### config.mk
export PLATFORM = sky130hd
export DESIGN_NAME = prod_accum
export DESIGN_NICKNAME = d
export VERILOG_FILES = /design/src/rtl/prod_accum_pkg.sv /design/src/rtl/prod_accum_sat_add.sv /design/src/rtl/prod_accum.sv
export SDC_FILE = /design/constraint.sdc
export NUM_CORES = 1
export LEC_CHECK = 0
export CAP_MARGIN = 20
export CORE_MARGIN = 8
export CORE_UTILIZATION = 40
export CTS_CLUSTER_DIAMETER = 200
export DETAILED_ROUTE_END_ITERATION = 8
export PLACE_DENSITY = 0.67
export SYNTH_ARGS = -nofsm -noshare
export SYNTH_HDL_FRONTEND = slang
export SYNTH_SLANG_ARGS = --single-unit
### constraint.sdc
create_clock -name clk -period 4.1 [get_ports clk]
set_clock_uncertainty 0.15 [all_clocks]
set_input_delay 1.23 -clock clk [delete_from_list [all_inputs] [get_ports clk]]
set_output_delay 1.23 -clock clk [all_outputs]
set_load 0.1 [all_outputs]
### src/rtl/prod_accum_pkg.sv
// Shared types and constants for the product accumulator.
package prod_accum_pkg;

  // Frame FSM: collecting products, or holding a finished result.
  typedef enum logic {
    ST_ACCUM = 1'b0,
    ST_HOLD  = 1'b1
  } state_e;

  // Default accumulator/result width.
  localparam int DEF_ACC_W = 24;

  // Width of one unsigned 8x8 product.
  localparam int PROD_W = 16;

  // Count register width; holds up to 255 products per frame.
  localparam int CNT_W = 8;

endpackage : prod_accum_pkg

### src/rtl/prod_accum_sat_add.sv
// ACC_W-bit unsigned saturating add of a zero-extended product.
// i_ovf-style flag is raised whenever the unclamped sum needs bit ACC_W.
module sat_add
  import prod_accum_pkg::*;
#(
  parameter int ACC_W = DEF_ACC_W
) (
  input  logic [ACC_W-1:0]  i_a,
  input  logic [PROD_W-1:0] i_b,
  output logic [ACC_W-1:0]  o_sum,
  output logic              o_ovf
);

  logic [ACC_W:0] w_full;

  // Widen both operands by one bit so the carry out is visible, then clamp.
  // NOTE: every signal assigned in always_comb gets a value on every path,
  // otherwise synthesis infers a latch to remember the old value.
  always_comb begin
    w_full = {1'b0, i_a} + {{(ACC_W + 1 - PROD_W){1'b0}}, i_b};
    o_ovf  = w_full[ACC_W];
    o_sum  = w_full[ACC_W] ? {ACC_W{1'b1}} : w_full[ACC_W-1:0];
  end

endmodule : sat_add

### src/rtl/prod_accum.sv
// Frame accumulator: sums a stream of 16-bit products with saturation,
// then presents sum/count/overflow on a valid/ready output until taken.
module prod_accum
  import prod_accum_pkg::*;
#(
  parameter int ACC_W   = DEF_ACC_W,
  parameter int MAX_LEN = 255
) (
  input  logic              clk,
  input  logic              rst_n,
  input  logic              clr,
  input  logic              in_valid,
  output logic              in_ready,
  input  logic [PROD_W-1:0] in_prod,
  input  logic              in_last,
  output logic              out_valid,
  input  logic              out_ready,
  output logic [ACC_W-1:0]  out_sum,
  output logic [CNT_W-1:0]  out_count,
  output logic              out_ovf
);

  localparam logic [CNT_W-1:0] MAX_CNT = CNT_W'(MAX_LEN);

  state_e             r_state;
  logic [ACC_W-1:0]   r_acc;
  logic [CNT_W-1:0]   r_count;
  logic               r_ovf;
  logic               r_in_ready;
  logic               r_out_valid;
  logic [ACC_W-1:0]   r_out_sum;
  logic [CNT_W-1:0]   r_out_count;
  logic               r_out_ovf;

  logic [ACC_W-1:0]   w_sum;
  logic               w_add_ovf;
  logic [CNT_W-1:0]   w_count_nxt;
  logic               w_accept;
  logic               w_frame_end;

  sat_add #(
    .ACC_W (ACC_W)
  ) u_sat_add (
    .i_a   (r_acc),
    .i_b   (in_prod),
    .o_sum (w_sum),
    .o_ovf (w_add_ovf)
  );

  // Acceptance and frame-termination decode for the current cycle.
  always_comb begin
    w_count_nxt = r_count + CNT_W'(1);
    w_accept    = in_valid && r_in_ready;
    w_frame_end = in_last || (w_count_nxt == MAX_CNT);
  end

  // Frame FSM with all outputs registered; clr outranks everything but reset.
  // NOTE: sequential state uses non-blocking assignments so every register
  // samples pre-edge values and simulation order cannot change the result.
  always_ff @(posedge clk or negedge rst_n) begin
    if (!rst_n) begin
      r_state     <= ST_ACCUM;
      r_acc       <= '0;
      r_count     <= '0;
      r_ovf       <= 1'b0;
      r_in_ready  <= 1'b1;
      r_out_valid <= 1'b0;
      r_out_sum   <= '0;
      r_out_count <= '0;
      r_out_ovf   <= 1'b0;
    end else if (clr) begin
      r_state     <= ST_ACCUM;
      r_acc       <= '0;
      r_count     <= '0;
      r_ovf       <= 1'b0;
      r_in_ready  <= 1'b1;
      r_out_valid <= 1'b0;
    end else begin
      unique case (r_state)
        ST_ACCUM: begin
          if (w_accept) begin
            r_acc   <= w_sum;
            r_count <= w_count_nxt;
            r_ovf   <= r_ovf | w_add_ovf;
            if (w_frame_end) begin
              // Publish the result including this product.
              r_state     <= ST_HOLD;
              r_in_ready  <= 1'b0;
              r_out_valid <= 1'b1;
              r_out_sum   <= w_sum;
              r_out_count <= w_count_nxt;
              r_out_ovf   <= r_ovf | w_add_ovf;
            end
          end
        end
        ST_HOLD: begin
          if (out_ready) begin
            // Handoff: start an empty frame; the next product waits a cycle.
            r_state     <= ST_ACCUM;
            r_acc       <= '0;
            r_count     <= '0;
            r_ovf       <= 1'b0;
            r_in_ready  <= 1'b1;
            r_out_valid <= 1'b0;
          end
        end
        default: begin
          r_state     <= ST_ACCUM;
          r_in_ready  <= 1'b1;
          r_out_valid <= 1'b0;
        end
      endcase
    end
  end

  assign in_ready  = r_in_ready;
  assign out_valid = r_out_valid;
  assign out_sum   = r_out_sum;
  assign out_count = r_out_count;
  assign out_ovf   = r_out_ovf;

endmodule : prod_accum

-- Yosys cells after proc, flatten, opt, wreduce, memory -nomap -nowiden
Index checks and enable logic that the tools add are counted.
- $add $sub $neg: 2
- multiply operators: 0
- divide/modulo/power cells: 0
- magnitude comparators: 0
- eq/ne operators: 4
- shifts and indexed selects: 0
- multiplexer cells: 27
- bitwise gates (word level): 3
- reduce and logical (&&, ||, !) cells: 5
- operators with widths (cell ; number):
    $mux 24 ; 4
    $pmux 24 s2 ; 1
    $add 24x16->25 ; 1
    $mux 8 ; 3
    $pmux 8 s2 ; 1
    $mux 1 ; 14
    $ne 3x3->1 const B ; 3
    $add 8x1->8 const B ; 1
    $eq 8x8->1 const B ; 1
    $pmux 1 s2 ; 4
    $reduce_and 4->1 ; 1
    $reduce_and 3->1 ; 1
    $not 1->1 ; 2
    $reduce_and 2->1 ; 1
    $logic_and 1x1->1 ; 1
    $logic_or 1x1->1 ; 1
    $or 1x1->1 ; 1
- register bits: 69
- latch bits: 0
- bits in writable memories: 0
- ROM bits: 0
- input bits: 22
- output and inout port bits: 35
- word-level logic and storage cells: 50
- memories kept: 0

-- Depth between registers and ports, before layout
Gate-level depths: netlist of the first run.
- depth in word-level cells: 7
- mapped depth: 10
- depth with buffers taken out: 9

-- Modules after synthesis
A second synthesis of the first run with hierarchy kept.
- cell total of the unflattened synthesis: 630
- area total of the unflattened synthesis: 5061.1 µm²
- modules (own cells, without submodules) (module ; times used ; cells an instance ; area each (µm²) ; seq. area each (µm²)):
    prod_accum ; 1 ; 445 ; 3828.7 ; 1727.9
    sat_add ; 1 ; 185 ; 1232.4 ; 0.0

-- Worst setup path before layout of the first run
No wires, ideal clock.
- path type: in2reg
- start: input in_prod[0]
- end: register r_out_sum[15] (netlist: out_sum[15])
- library setup time: 126 ps
- arrival: 3537 ps
- data required time: 3824 ps
- path slack: 287 ps
- cell stages on the path: 9
- buffers on the path: 0
- cell sequence: ha_1 fa_1 a21o_1 a221oi_2 nor2_2 a31o_4 o311a_4 a31o_1 mux2_2
- cells in the longest elaborated chain, start to end: 2
- RTL lines (element ; RTL line ; text):
    start: declaration ; prod_accum.sv:14 ; input logic [PROD_W-1:0] in_prod,
    $add 24x16->25 ; prod_accum_sat_add.sv:20 ; w_full = {1'b0, i_a} + {{(ACC_W + 1 - PROD_W){1'b0}}, i_b};
    $mux 24 ; prod_accum_sat_add.sv:22 ; o_sum = w_full[ACC_W] ? {ACC_W{1'b1}} : w_full[ACC_W-1:0];
    end signal: assignment ; prod_accum.sv:90 ; r_out_sum <= w_sum;
    end: declaration ; prod_accum.sv:31 ; logic [ACC_W-1:0] r_out_sum;
No other way between the ends.
A chain may end at the register's enable or synchronous reset.

-- Worst setup path after layout of the first run
- start: input in_prod[0]
- end: register r_out_sum[14] (netlist: out_sum[14])
The elaborated chain is that of the path after synthesis.

==> results of run 1 <==
## Yosys cell counts (3+ instances only)
library cell  count  area [sq um]
a21oi_1          20           100
nand2_1          72           270
a21o_1            5          37.5
a22o_1            8          70.1
inv_1            10          37.5
o21ai_0          68           340
ha_1             18           225
clkbuf_1         13          48.8
nor2_1           25          93.8
dfrtp_1          68          1700
and3_1           13          81.3
xnor2_1          10          87.6
nand3_1          10          50.1
xor2_1            8          70.1
o31ai_1           3          22.5
nor2b_1           3          18.8
o21a_1            6          45.0
mux2_2            6          67.6
nor3_1            7          35.0
nor4_1            3          18.8
## placed cells by master, fill, tap and decap left out, types with 3 or more instances in the layout
master / n
a21o_1: 5
o21ai_0: 68
and3_1: 13
o31ai_1: 3
a21oi_1: 20
inv_1: 10
mux2_2: 6
xor2_1: 8
nor2_1: 25
clkdlybuf4s50_1: 20
buf_4: 53
xnor2_1: 10
nor3_1: 6
o21a_1: 6
ha_1: 18
clkbuf_8: 9
nor4_1: 3
dfrtp_1: 68
nand3_1: 10
nor2b_1: 3
a22o_1: 8
nand2_1: 72
## logic make-up after synthesis
logic type / Yosys count / synth area share (%)
simple gates: 144 / 16.7
compound gates: 135 / 22.7
xor+xnor: 18 / 4.11
mux: 7 / 2.02
flops: 69 / 45.1
buf+inv: 28 / 3.00
fa+ha+maj: 19 / 6.39
## power groups by stage
| stage | registers (mW) | logic, mW | clock network [mW] |
|---|---|---|---|
| 6_report | 0.845 | 1.16 | 0.612 |
| 5_1_grt | 0.859 | 1.23 | 0.656 |
| 4_1_cts | 0.845 | 1.17 | 0.627 |
| 3_5_place_dp | 0.857 | 1.17 | 0 |
| 3_3_place_gp | 0.856 | 1.16 | 0 |
| 2_1_floorplan | 1.41 | 0.325 | 0 |
## metal layers
| layer | GRT usage, % | up-vias |
|---|---|---|
| li1 | - | 1634 |
| met1 | 21.2 | 1544 |
| met2 | 24.9 | 68 |
| met3 | 3.59 | 7 |
| met4 | 5.41 | 0 |
| met5 | 0 | - |
## through the flow
stage	power, mW	utilization (%)
6_report	2.62	51.4
5_1_grt	2.75	51.4
4_1_cts	2.64	51.4
3_5_place_dp	2.02	49.1
3_3_place_gp	2.02	49.1
2_1_floorplan	1.73	-
## path summary, 6_finish.rpt
kind | end | slack [ns] | depth (start not counted)
setup / recovery | out_sum[14] | 0.14 | 11
hold / removal | out_sum[4] | 0.33 | 2
setup reg to reg | out_sum[14] | 1.07 | 10
hold reg to reg | out_sum[4] | 0.33 | 2
max in group asynchronous | in_ready | 2.22 | 2
min in group asynchronous | r_acc[17] | 0.78 | 1
## layout make-up
cell class / count / area [sq um] / area share, %
well taps: 129 / 161 / 3.38
flip-flops and latches: 69 / 1730 / 36.2
multi-input cells: 323 / 2010 / 42.1
repair buffers: 75 / 623 / 13.1
clock inverters: 6 / 86.3 / 1.81
clock buffers: 10 / 128 / 2.67
inverters: 10 / 37.5 / 0.787
## sequential cells by signal (all words and copies together) (netlist names)
register and cells:
out_valid 1, out_sum 24, out_ovf 1, r_ovf 1
in_ready 1, r_acc 24, r_state 1, r_count 8
out_count 8
## critical path, stage by stage
cell             delay [ns]
clkdlybuf4s50_1        0.41
ha_1                   0.23
fa_1                   0.41
a21o_1                 0.22
a221oi_2               0.28
nor2_2                 0.09
a31o_4                 0.27
o311ai_4               0.38
buf_4                  0.20
nand2_1                0.06
mux2_2                 0.26
==> results.yml, run 1 <==
sta:
  fin_ws_ns: 0.136
  max_freq_mhz: 252
  hold_viol: 0
  period_needed_ns: 3.96
  tns_ns: 0
  rsz0062_at_grt: "false"
  tightestPinTransition_ns: 0.898
  hold_ws_ns: 0.330
  finalSetupViolCount: 0
  drv_slew: 0
  slew_headroom_pct: 40.1
  finalCritPeriodShare_pct: 96.7
global_routing:
  grt_pass1_wl_um: 16600
  grt-ovfl-total: 0
  track_usage_pct: 16.0
  grt_pass1_vias: 3332
  antenna_found_initial: 0
  grt_max_degree: 45
routing:
  wl_um: 9880
  vias: 3253
  drt_iter0_markers: 205
  highest_layer: "met4"
  routedWlPerCell_um: 15.9
  drc: 0
  met1_length_um: 4870
  postRouteAntennaNets: 0
  via_per_inst: 5.23
  dr.pass1.iters: 5
  wl_met3_um: 488
  met2_length_um: 4420
worst_setup_path:
  worstPathArrival_ns: 4.04
  critPathCaptureType: "flip-flop"
  cp-startpoint: "in_prod[0]"
  worstReg2RegStart: "r_acc[0]"
  path_class: "in -> reg"
  crit_fanout: 4
  crit_required_ns: 4.18
  startpoint_type: "input port"
clocking:
  cts_root_buffer: "clkbuf_8"
  clock_path_buffers: 2
  clk_latency_ns: 0.35
  cts_htree_levels: 3
  cts_tree: "built"
  clock-sinks: 69
  post_cts_buffers: 0
  cts_buffers: 9
  path_clk_slew_ns: 0.07
  post_cts_resized: 0
  hold_buffers: 0
floorplan:
  core-area_sq_um: 9280
  io_pins: 57
  initial_core_util_pct: 41.3
  die_h_um: 114
  die_area_sq_um: 13000
  rows: 35
  die_w_um: 114
logic_synthesis:
  synth_flop_cell: "dfrtp_1"
  ys_async_sr_fraction_pct: 100
  postSynthAreaPerCell_sq_um: 9.13
  ys_types: 53
  yosysSeqAreaShare_pct: 45.1
  synthCells: 420
  syn_nets: 461
  synth.ff_latch_count: 69
  ys_warn_count: 0
  netlist_area_sq_um: 3830
  synth_edf_count: 0
placement:
  dp_slack_ns: -0.234
  io_buffers: 56
  placed_area_sq_um: 4560
  dp_cells: 606
  routabilityCongestion: 0.899
  dp.final_hpwl_um: 7280
pwr:
  p_sw_mw: 1.20
  clkPwrFrac_pct: 23.4
  swShare_pct: 45.8
  power.density_nw_per_um2: 549
  power_frac_comb_pct: 44.4
  ir_drop_uv: 290
  internal-power_mw: 1.42
  seq_power_share_pct: 32.3
  power.leakage_nw: 2.20
run_status:
  status: "finished clean"
run:
  maxCapViolations: 0
cells_and_area:
  n_fill_cell: 886
  fin_area_sq_um: 4770
  final_nets: 529
  n_antenna_cell: 0
  fin_cells: 622
  area_growth_pct: 24.4
  drive_gt1_share_pct: 17.4
hold_path:
  hold_class: "reg -> reg"
  hp-start: "out_sum[4]"
(Power assumes the default switching activity.)
==> inputs of run 2 (changes only) <==
TNS_END_PERCENT = 20   (was unset)
==> results of run 2 <==
Same layout as run 1: the final DEF is identical, and so are final timing and power.
==> inputs of run 3 (changes only) <==
CORE_UTILIZATION = 54   (was 40)
PLACE_DENSITY = 0.85   (was 0.67)
==> results.yml, run 3 (synthesis results as in run 1) <==
run_status:
  status: "finished clean"
global_routing:
  use_met2_pct: 31.9
  grt_util_met1_pct: 27.0
  track_usage_pct: 20.6
  use_met3_pct: 4.43
  grt-ovfl-total: 0
  busiest_layer: "met2"
  grt_pass1_vias: 3399
  grt_max_degree: 41
  grt_pass1_wl_um: 16700
  antenna_found_initial: 0
worst_setup_path:
  worstPathArrival_ns: 3.97
  crit_path_top_delay_cell: "clkdlybuf4s50_1"
  critPathCaptureType: "flip-flop"
  path_class: "in -> reg"
  crit_required_ns: 4.13
  crit_path_max_incr_delay_ns: 0.41
  startpoint_type: "input port"
  crit_fanout: 9
  critPathBufInv: 2
  cp_top_family: "compound AO/OA/AOI/OAI gates"
  path_cells: "clkdlybuf4s50_1 -> ha_1 -> fa_2 -> a21o_1 -> a221oi_2 -> nor2_2 -> a31o_4 -> o311a_4 -> buf_4 -> nor2_1 -> o21ai_0"
floorplan:
  io_pins: 57
  rows: 30
  initial_core_util_pct: 56.1
  die_h_um: 100
  core-area_sq_um: 6830
  die_area_sq_um: 10100
  die_w_um: 100
sta:
  rsz0062_at_grt: "false"
  finalSetupViolCount: 0
  hold_viol: 0
  slew_headroom_pct: 33.0
  drv_slew: 0
  hold_ws_ns: 0.329
  tightestPinTransition_ns: 1.00
  max_freq_mhz: 254
  finalCritPeriodShare_pct: 96.1
  period_needed_ns: 3.94
  fin_ws_ns: 0.161
  tns_ns: 0
clocking:
  cts_root_buffer: "clkbuf_8"
  cts_tree: "built"
  hold_buffers: 0
  path_clk_slew_ns: 0.07
  cts_htree_levels: 3
  cts_buffers: 9
  clk_latency_ns: 0.35
  post_cts_buffers: 0
  clock_path_buffers: 2
  clock-sinks: 69
routing:
  drc: 0
  dr.pass1.iters: 4
  postRouteAntennaNets: 0
  via_per_inst: 5.82
  drt_iter0_markers: 202
  vias: 3412
  wl_um: 9920
  routedWlPerCell_um: 16.9
cells_and_area:
  utilization_pct: 68.7
  fin_area_sq_um: 4690
  final_nets: 526
  n_antenna_cell: 0
  drive_gt1_share_pct: 17.1
  area_growth_pct: 22.3
  layout_commonest_cell: "nand2_1"
  mostFrequentLayoutCells: "72 x nand2_1, 68 x o21ai_0, 68 x dfrtp_1"
pwr:
  power_frac_comb_pct: 45.1
  power.density_nw_per_um2: 552
  p_sw_mw: 1.22
  clkPwrFrac_pct: 22.2
  ir_drop_uv: 556
  swShare_pct: 46.9
  seq_power_share_pct: 32.7
  power.leakage_nw: 2.17
  internal-power_mw: 1.37
run:
  maxCapViolations: 0
placement:
  io_buffers: 56
  dp.final_hpwl_um: 7140
  placed_area_sq_um: 4490
  routabilityCongestion: 0.915
  dp_slack_ns: -0.226
hold_path:
  hold_class: "reg -> reg"
[run 3: changes by cell type in the layout (fill, tap and decap cells not counted), sizes merged]
| cell | before | now |
|---|---|---|
| buf | 55 | 50 |
| clkdlybuf4s50 | 20 | 22 |
| bufinv | 2 | 1 |
| clkinv | 2 | 3 |
[run 3: layout make-up]
type                    instances  area [sq um]
multi-input cells             323          2010
flip-flops and latches         69          1730
well taps                      96           120
inverters                      10          37.5
clock buffers                  10           138
fillers                       575          2140
clock inverters                 6          61.3
repair buffers                 72           593
[run 3: worst reg2reg max path, stage by stage (launching register included)]
cell      delay, ns
dfrtp_1        0.40
ha_1           0.22
fa_2           0.37
a21o_1         0.22
a221oi_2       0.30
nor2_2         0.10
a31o_4         0.28
o311a_4        0.40
buf_4          0.19
nor2_1         0.16
o21ai_0        0.09
[run 3: layer usage]
layer	routed length [um]	share of wire [%]	vias up
met5	0	0	-
met4	165	1.7	0
met2	4530	46	131
li1	-	-	1624
met1	4580	46	1638
met3	648	6.5	19
[run 3: path summary, 6_finish.rpt]
check / from / end / cells past startpoint / slack [ns]
max in group asynchronous: rst_n / out_ovf / 2 / 2.28
setup reg to reg: r_acc[0] / out_sum[2] / 10 / 1.06
hold / removal: out_sum[3] / out_sum[3] / 2 / 0.33
setup / recovery: in_prod[0] / out_sum[2] / 11 / 0.16
hold reg to reg: out_sum[3] / out_sum[3] / 2 / 0.33
min in group asynchronous: rst_n / out_sum[13] / 1 / 0.75
[run 3: stage by stage]
| step | cells | power [mW] |
|---|---|---|
| after floorplan | 420 | 1.73 |
| after global placement | 570 | 2.00 |
| after detailed placement | 570 | 2.02 |
| after CTS | 586 | 2.59 |
| after global routing | 586 | 2.69 |
| final | 586 | 2.59 |
[run 3: what timing repair did]
item | in CTS | in global routing
setup endpoints to repair | 0 | 15
endpoints found under the hold margin | 0 | 0
resized for setup | 0 | 2
[run 3: power groups by stage]
stage / sequential [mW] / clock, mW / combinational, mW
2_1_floorplan: 1.41 / 0 / 0.325
3_3_place_gp: 0.852 / 0 / 1.15
3_5_place_dp: 0.859 / 0 / 1.16
4_1_cts: 0.847 / 0.576 / 1.17
5_1_grt: 0.861 / 0.597 / 1.24
6_report: 0.847 / 0.573 / 1.17
